<file path="config.mk">
export PLATFORM = sky130hd
export DESIGN_NAME = cpu_phase_sequencer_flat
export DESIGN_NICKNAME = d
export VERILOG_FILES = /design/src/rtl/cpu_phase_sequencer_pkg.sv /design/src/rtl/cpu_phase_sequencer_if.sv /design/src/rtl/cpu_phase_sequencer_mem_wait_timer.sv /design/src/rtl/cpu_phase_sequencer.sv /design/src/flat_wrapper.sv
export SDC_FILE = /design/constraint.sdc
export NUM_CORES = 1
export LEC_CHECK = 0
export BUFFER_PORTS_ARGS = -buffer_cell sky130_fd_sc_hd__buf_4
export CAP_MARGIN = 10
export CORE_MARGIN = 1
export CORE_UTILIZATION = 45
export CTS_BUF_LIST = sky130_fd_sc_hd__clkbuf_8
export DETAILED_ROUTE_END_ITERATION = 16
export GPL_TIMING_DRIVEN = 0
export PLACE_DENSITY = 0.65
export SLEW_MARGIN = 20
export SYNTH_ARGS = -nofsm -noshare
export SYNTH_HDL_FRONTEND = slang
export SYNTH_SLANG_ARGS = --single-unit
</file>
<file path="constraint.sdc">
create_clock -name clk -period 2.7 [get_ports clk]
set_clock_uncertainty 0.2 [all_clocks]
set_input_delay 0.135 -clock clk [delete_from_list [all_inputs] [get_ports clk]]
set_output_delay 0.135 -clock clk [all_outputs]
set_load 0.02 [all_outputs]
</file>
<file path="src/rtl/cpu_phase_sequencer_pkg.sv">
// Shared phase codes and sequencer state encoding for the multi-cycle core.
// The register file, ALU and memory interface decode `state` using PH_*.
package cpu_phase_pkg;

   localparam logic [1:0] PH_FETCH  = 2'd0;
   localparam logic [1:0] PH_DECODE = 2'd1;
   localparam logic [1:0] PH_EXEC   = 2'd2;
   localparam logic [1:0] PH_MEMWB  = 2'd3;

   typedef enum logic [2:0] {
      ST_IDLE   = 3'd0,
      ST_FETCH  = 3'd1,
      ST_DECODE = 3'd2,
      ST_EXEC   = 3'd3,
      ST_MEM    = 3'd4,
      ST_WB     = 3'd5,
      ST_HALT   = 3'd6,
      ST_ERROR  = 3'd7
   } seq_state_t;

   // Phase code seen by the datapath; idle-type states report FETCH (0).
   function automatic logic [1:0] phase_of(seq_state_t s);
      case (s)
         ST_DECODE:     return PH_DECODE;
         ST_EXEC:       return PH_EXEC;
         ST_MEM, ST_WB: return PH_MEMWB;
         default:       return PH_FETCH;
      endcase
   endfunction

   // True for the states that make up an instruction in flight.
   function automatic logic is_busy(seq_state_t s);
      return (s == ST_FETCH) || (s == ST_DECODE) || (s == ST_EXEC) ||
             (s == ST_MEM)   || (s == ST_WB);
   endfunction

endpackage

</file>
<file path="src/rtl/cpu_phase_sequencer_if.sv">
// Instruction/data memory request-ready handshake between the sequencer
// (master) and the memory subsystem (slave).
interface cpu_phase_sequencer_if;

   logic imem_req;
   logic imem_ready;
   logic dmem_req;
   logic dmem_ready;

   modport master (output imem_req, output dmem_req,
                   input  imem_ready, input dmem_ready);

   modport slave  (input  imem_req, input dmem_req,
                   output imem_ready, output dmem_ready);

endinterface

</file>
<file path="src/rtl/cpu_phase_sequencer_mem_wait_timer.sv">
// Memory wait timer shared by FETCH and MEM. Counts wait cycles while `en`
// is high; `expired` flags the wait cycle on which the count reaches TIMEOUT.
module mem_wait_timer #(
   parameter int TIMEOUT = 255
) (
   input  logic clk,
   input  logic rst_n,
   input  logic clr,
   input  logic en,
   output logic expired
);

   localparam int TW = $clog2(TIMEOUT + 1);

   logic [TW-1:0] cnt;

   // Wait-cycle counter; clear dominates so every wait state starts from zero.
   // NOTE: sequential state uses <= so all flops update together at the edge.
   always_ff @(posedge clk or negedge rst_n) begin
      if (!rst_n)
         cnt <= '0;
      else if (clr)
         cnt <= '0;
      else if (en)
         cnt <= cnt + TW'(1);
   end

   assign expired = en && (cnt == TW'(TIMEOUT - 1));

endmodule

</file>
<file path="src/rtl/cpu_phase_sequencer.sv">
// Multi-cycle phase sequencer: walks FETCH/DECODE/EXECUTE/MEM/WB, handshakes
// with instruction and data memory, and keeps cycle/retire counters.
module cpu_phase_sequencer
   import cpu_phase_pkg::*;
#(
   parameter int CNT_W   = 32,
   parameter int TIMEOUT = 255
) (
   input  logic                clk,
   input  logic                rst_n,
   input  logic                start,
   cpu_phase_sequencer_if.master mem,
   input  logic                dmem_access,
   input  logic                halt_req,
   output logic [1:0]          state,
   output logic                ir_load,
   output logic                pc_en,
   output logic                wb_en,
   output logic                busy,
   output logic                halted,
   output logic                bus_error,
   output logic [CNT_W-1:0]    cycle_cnt,
   output logic [CNT_W-1:0]    instret_cnt
);

   seq_state_t state_q, state_d;
   logic       wait_en, wait_clr, wait_expired;

   // Timer runs only while a wait state is stalled on memory; any other
   // state clears it, so each entry to FETCH or MEM starts a fresh budget.
   assign wait_en  = ((state_q == ST_FETCH) && !mem.imem_ready) ||
                     ((state_q == ST_MEM)   && !mem.dmem_ready);
   assign wait_clr = (state_q != ST_FETCH) && (state_q != ST_MEM);

   mem_wait_timer #(.TIMEOUT(TIMEOUT)) u_timer (
      .clk     (clk),
      .rst_n   (rst_n),
      .clr     (wait_clr),
      .en      (wait_en),
      .expired (wait_expired)
   );

   // FSM state register.
   always_ff @(posedge clk or negedge rst_n) begin
      if (!rst_n) state_q <= ST_IDLE;
      else        state_q <= state_d;
   end

   // Next-state logic; a ready in the expiry cycle beats the timeout.
   // NOTE: assigning a default first keeps this block free of latches.
   always_comb begin
      state_d = state_q;
      case (state_q)
         ST_IDLE:   if (start) state_d = ST_FETCH;
         ST_FETCH:  if (mem.imem_ready) state_d = ST_DECODE;
                    else if (wait_expired) state_d = ST_ERROR;
         ST_DECODE: state_d = ST_EXEC;
         ST_EXEC:   if (halt_req) state_d = ST_HALT;
                    else if (dmem_access) state_d = ST_MEM;
                    else state_d = ST_WB;
         ST_MEM:    if (mem.dmem_ready) state_d = ST_WB;
                    else if (wait_expired) state_d = ST_ERROR;
         ST_WB:     state_d = ST_FETCH;
         ST_HALT:   if (start) state_d = ST_FETCH;
         ST_ERROR:  state_d = ST_ERROR;
         default:   state_d = ST_IDLE;
      endcase
   end

   // Output decode: Moore from the state register, except the capture strobe
   // and the halt-retire PC step, which depend on this cycle's inputs.
   always_comb begin
      state     = phase_of(state_q);
      busy      = is_busy(state_q);
      ir_load   = (state_q == ST_FETCH) && mem.imem_ready;
      wb_en     = (state_q == ST_WB);
      pc_en     = (state_q == ST_WB) || ((state_q == ST_EXEC) && halt_req);
      halted    = (state_q == ST_HALT);
      bus_error = (state_q == ST_ERROR);
   end

   assign mem.imem_req = (state_q == ST_FETCH);
   assign mem.dmem_req = (state_q == ST_MEM);

   // Busy-cycle and retire counters; an instruction retires exactly when the
   // PC advances. Both wrap freely.
   always_ff @(posedge clk or negedge rst_n) begin
      if (!rst_n) begin
         cycle_cnt   <= '0;
         instret_cnt <= '0;
      end else begin
         if (busy)  cycle_cnt   <= cycle_cnt + CNT_W'(1);
         if (pc_en) instret_cnt <= instret_cnt + CNT_W'(1);
      end
   end

endmodule
</file>
<file path="src/flat_wrapper.sv">
// flat-port wrapper written by rule: the top's interface ports become plain ports
module cpu_phase_sequencer_flat import cpu_phase_pkg::*;
#(
   parameter int CNT_W   = 32,
   parameter int TIMEOUT = 255
)
  (clk, rst_n, start, dmem_access, halt_req, state, ir_load, pc_en, wb_en, busy, halted, bus_error, cycle_cnt, instret_cnt, mem_imem_req, mem_dmem_req, mem_imem_ready, mem_dmem_ready);
  cpu_phase_sequencer_if mem_i ();
  input  logic clk;
  input  logic rst_n;
  input  logic start;
  input  logic dmem_access;
  input  logic halt_req;
  output logic [1:0] state;
  output logic ir_load;
  output logic pc_en;
  output logic wb_en;
  output logic busy;
  output logic halted;
  output logic bus_error;
  output logic [CNT_W-1:0] cycle_cnt;
  output logic [CNT_W-1:0] instret_cnt;
  output wire logic [$bits(mem_i.imem_req)-1:0] mem_imem_req;
  output wire logic [$bits(mem_i.dmem_req)-1:0] mem_dmem_req;
  input wire logic [$bits(mem_i.imem_ready)-1:0] mem_imem_ready;
  input wire logic [$bits(mem_i.dmem_ready)-1:0] mem_dmem_ready;
  assign mem_imem_req = mem_i.imem_req;
  assign mem_dmem_req = mem_i.dmem_req;
  assign mem_i.imem_ready = mem_imem_ready;
  assign mem_i.dmem_ready = mem_dmem_ready;
  cpu_phase_sequencer #(.CNT_W(CNT_W), .TIMEOUT(TIMEOUT)) u_core (.clk(clk), .rst_n(rst_n), .start(start), .mem(mem_i), .dmem_access(dmem_access), .halt_req(halt_req), .state(state), .ir_load(ir_load), .pc_en(pc_en), .wb_en(wb_en), .busy(busy), .halted(halted), .bus_error(bus_error), .cycle_cnt(cycle_cnt), .instret_cnt(instret_cnt));
endmodule
</file>
* After elaboration in Yosys (flattened, before gate mapping)
Cells that the tools add are included.
** Cells by class
- Muxes and demuxes :: 10
- Equal/unequal tests :: 11
- Div/mod/pow operators :: 0
- Order comparisons :: 0
- Shifts and indexed selects :: 0
- Reductions and logical operators :: 18
- Bitwise gates (word level) :: 0
- Add/sub/neg operators :: 3
- Multiply operators :: 0
** Operators with widths (number)
- $add 32x1->32 const B :: 2
- $pmux 3 s7 :: 1
- $mux 8 :: 2
- $mux 3 :: 5
- $eq 3x3->1 const B :: 4
- $add 8x1->8 const B :: 1
- $eq 8x8->1 const B :: 1
- $eq 3x2->1 const B :: 2
- $logic_and 1x1->1 :: 6
- $logic_or 1x1->1 :: 6
- $pmux 2 s3 :: 1
- $reduce_or 2->1 :: 2
- $eq 3x1->1 const B :: 1
- $logic_not 3->1 :: 1
- $ne 3x1->1 const B :: 1
- $ne 3x3->1 const B :: 1
- $logic_not 1->1 :: 2
- $ne 2x1->1 const B :: 1
- $reduce_bool 2->1 :: 1
- $mux 1 :: 1
** Word-level totals
- Bits in read-only memories :: 0
- Flip-flop bits (word level) :: 75
- Logic and storage cells :: 46
- Output and inout bits :: 74
- Latch bits :: 0
- Memories :: 0
- Bits in writable memories :: 0
- Input bits :: 7

* Depth between registers and ports, before layout
- Depth after elaboration :: 7
- Depth in mapped cells :: 6

* Cells and area by module
From an unflattened synthesis, not the netlist that was laid out.
** Second synthesis, totals
- Cells, all modules :: 367
- Area total of the unflattened synthesis :: 3782.4 sq um
** Modules (own cells, without submodules)
- cpu_phase_sequencer :: times used 1, cells an instance 326, area each 3370.7 sq um, seq. area each 1676.6 sq um
- mem_wait_timer :: times used 1, cells an instance 41, area each 411.6 sq um, seq. area each 200.2 sq um

* Least setup slack after synthesis
Ideal clock, no wire load.
- Path type :: register -> register
- From :: register u_core.state_q[0]
- To :: register u_core.u_timer.cnt[6]
- Period minus slack after synthesis :: 2088 ps
- Path buffers :: 2
- Path slack :: 612 ps
- Data arrival time :: 1810 ps
- Data required time :: 2423 ps
- Stages on the path, launching flop included :: 7
- Cell sequence :: dfrtp_1 -> buf_6 -> or3b_4 -> a21o_1 -> buf_6 -> or4_1 -> a21oi_1
** On the way
- Word-level cells in the longest chain between the ends :: 4
** RTL lines
- start, declared :: line cpu_phase_sequencer.sv:26 : seq_state_t state_q, state_d;
- start signal, assigned :: line cpu_phase_sequencer.sv:46 : else state_q <= state_d;
- $eq 3x1->1 / $eq 3x3->1 (equally long branches) :: line cpu_phase_sequencer.sv:31, cpu_phase_sequencer.sv:32
- $logic_and 1x1->1, on equally long branches :: line cpu_phase_sequencer.sv:31, cpu_phase_sequencer.sv:32
- $logic_or 1x1->1 :: line cpu_phase_sequencer.sv:31 : assign wait_en = ((state_q == ST_FETCH) && !mem.imem_ready) ||
- $reduce_bool 2->1 (no line)
- end signal, assigned :: line cpu_phase_sequencer_mem_wait_timer.sv:25 : cnt <= cnt + TW'(1);
- end, declared :: line cpu_phase_sequencer_mem_wait_timer.sv:15 : logic [TW-1:0] cnt;
Several ways; a longest one is shown, not always the timed one.
A chain may end at the register's enable or synchronous reset.

* Worst setup path in the final report
- From :: register u_core.state_q[2]
- To :: register u_core.instret_cnt[18]
** On the way
- Word-level cells in the longest chain between the ends :: 3
** RTL lines
- $eq 3x2->1 :: line cpu_phase_sequencer.sv:77 : pc_en = (state_q == ST_WB) || ((state_q == ST_EXEC) && halt_req);
- $logic_and 1x1->1 :: line cpu_phase_sequencer.sv:77
- $logic_or 1x1->1 (*) :: line cpu_phase_sequencer.sv:77
- end signal, assigned :: line cpu_phase_sequencer.sv:93 : if (pc_en) instret_cnt <= instret_cnt + CNT_W'(1);
- end, declared :: line cpu_phase_sequencer.sv:23 : output logic [CNT_W-1:0] instret_cnt
Mark *: on every way between the ends. The rest lies on a longest branch, timed or not.

==> flow_summary.ini <==
[yosys]
yosys.area_share.simple_pct = 24.4
ys_ff_latch = 75
synth_top_cell_by_area = dfrtp_1
synth.area.top_cells = dfrtp_1, xnor2_1, xor2_1
synth.area.mux_share_pct = 0.904
synthAdderAreaFrac_pct = 1.34
syn_avg_cell_area_um2 = 10.2
synth_top_family_by_area = simple AND/OR/NAND/NOR gates
synth_top_area_share_pct = 50.2
synth_ff_type = dfrtp_1
synth_edf_count = 0
synth_xor_area_share_pct = 15.0
synth_seq_area_share_pct = 50.2
synthCells = 367
synth_compound_area_share_pct = 4.82
yosysUniqueCellTypes = 42
async_flop_share_pct = 100
syn_area_um2 = 3740
yosys_warnings = 0
synthesis.nets = 378

[global_route]
antenna_found_initial = 0
grt_pass1_vias = 2864
grt_pass1_wl_mm = 13.6
grt_max_degree = 76
gr-total-overflow = 0
grt_usage_pct = 19.9

[placed_design]
dp_hpwl_mm = 5.64
port_buffers = 80
place.gp.congestion = 0.788
pre_cts_ws_ns = 0.354

[timing]
fin_setup_tns_ns = 0
setup_violations = 0
period_needed_ns = 2.37
fin_crit_sh_pct = 87.6
slew_headroom_pct = 38.2
grt_setup_unrepaired = no
max_freq_mhz = 423
max_slew.worst_pin.slew_ns = 0.926
finalWorstSetupSlack_ns = 0.335
hold_slack_ns = 0.0187
hold_viol_final = 0
drv_slew = 0

[setup_path]
critPathArrivalTime_ns = 2.40
max_stage_delay_ns = 0.47
path_cells = buf_2, nand3b_1, a211oi_2, clkbuf_1, nand3_1, xnor2_1
slowest_stage = a211oi_2
cp-start-kind = flop
critical_path_required_ns = 2.73
end_kind = flop
crit_type = reg2reg
cp_max_fo = 10

[clock_tree]
clock_sinks = 75
numCtsBuffers = 9
cts_resized = 0
post_cts_buffers = 0
cts_root_buffer = clkbuf_8
htree_levels = 3
clock_latency_ns = 0.35
cts_hold_buffers = 5
cts_tree = built
clk_pin_slew_ns = 0.07
clockBufferDepth = 2

[drt]
antenna_left = 0
wirelength_mm = 8.03
first_iter_violations = 96
dr.pass1.iters = 4
vias_per_cell = 5.35
drt_drc_violations_left = 0
wire_per_inst_um = 14.1
num_vias = 3043

[layout]
n_antenna_cell = 0
final_common_cell = buf_4
nets = 474
layout-drive-gt1-share_pct = 22.3
syn2layout_area_growth_pct = 26.4
nFillCells = 679
final_cell_mix = buf_4, dfrtp_1, xnor2_1

[floorplan]
initial_utilization_pct = 47.4
num_rows = 32
chipHeight_um = 93.1
design.portCount = 81
dieWidth_um = 93.1
dieArea_um2 = 8670
coreArea_um2 = 7890

[hold_path]
hold_class = in2reg

[power_and_ir_drop]
peakVddDrop_uv = 596
total_power_mw = 3.61
p_leak_nw = 2.20
power_density_nw_per_um2 = 764

[outcome]
status = finished, final reports clean

[flow_run]
maxCapViolations = 0
## final cells by class
cell class | count | area, µm² | share of cell area, %
well taps | 102 | 128 | 2.70
inverters | 13 | 48.8 | 1.03
plain buffers | 15 | 73.8 | 1.56
multi-input cells | 264 | 1740 | 36.8
clock buffers | 9 | 124 | 2.62
flip-flops and latches | 75 | 1880 | 39.8
repair buffers | 85 | 651 | 13.8
clock inverters | 6 | 82.6 | 1.75
## kinds of logic (layout without fill, tap and decap cells)
logic type	Yosys count	after routing
AND/OR/NAND/NOR	166	166
adder cells (fa/ha/maj)	4	4
XOR/XNOR	64	64
AO/OA/AOI/OAI	27	27
flip-flops	75	75
buffers and inverters	28	128
multiplexers	3	3
## registers in the layout, summed over array words and instances (netlist names)
name                flops
u_core.cycle_cnt       32
u_core.instret_cnt     32
u_core.u_timer.cnt      8
u_core.state_q          3
## worst paths after layout
check,start,to,slack (ns),depth (start not counted)
worst max-delay path,u_core.state_q[2],u_core.instret_cnt[18],0.33,6
worst min-delay path,dmem_access,u_core.state_q[0],0.02,4
worst max register to register,u_core.state_q[2],u_core.instret_cnt[18],0.33,6
worst min register to register,u_core.cycle_cnt[31],u_core.cycle_cnt[31],0.26,1
max in group asynchronous,rst_n,u_core.instret_cnt[12],1.44,2
min in group asynchronous,rst_n,u_core.cycle_cnt[11],0.26,2
## cell usage after synthesis, types with 2 or more instances
cell type,count
and2_1,5
nand3_1,32
nand3b_1,2
o21ai_0,3
mux2_1,2
nor4_1,10
or4_1,3
ha_1,4
a21o_1,3
nand4_1,25
dfrtp_1,75
nor3b_1,3
nand2_1,26
clkbuf_1,10
a211oi_1,3
o31ai_1,3
xor2_1,25
inv_1,13
nor3_1,16
o21ai_1,2
xnor2_1,39
or3_1,2
o22ai_1,2
nand4b_1,3
buf_6,2
buf_2,2
and4_1,5
nand2b_1,3
nor2_1,18
a21oi_1,6
and3_1,9
## worst max-delay path: cells and delay by family, from the launching register on
kind | cells | cell delay, ns
buf+inv | 2 | 0.66
simple gates | 2 | 0.35
compound gates | 1 | 0.47
xor+xnor | 1 | 0.17
flops | 1 | 0.40
## metrics by stage
stage | util (%) | area (µm²) | instances
after floorplan | - | 3740 | 367
after global placement | 56.6 | 4460 | 549
after detailed placement | 56.6 | 4460 | 549
after CTS | 59.9 | 4720 | 569
after global routing | 59.9 | 4720 | 569
final | 59.9 | 4720 | 569
## routing by layer
layer | track usage [%] | up-vias | wire length [µm]
li1 | - | 1495 | -
met1 | 26.2 | 1464 | 3710
met2 | 31.4 | 76 | 3760
met3 | 5.93 | 8 | 458
met4 | 6.67 | 0 | 106
met5 | 0 | - | 0
## where the power goes
part	internal (mW)	switching, mW	total, mW
Combinational	0.530	0.726	1.26
Sequential	1.26	0.174	1.43
Clock	0.510	0.412	0.922
Total	2.30	1.31	3.61
Note: power is estimated with default switching activity, not from simulation.
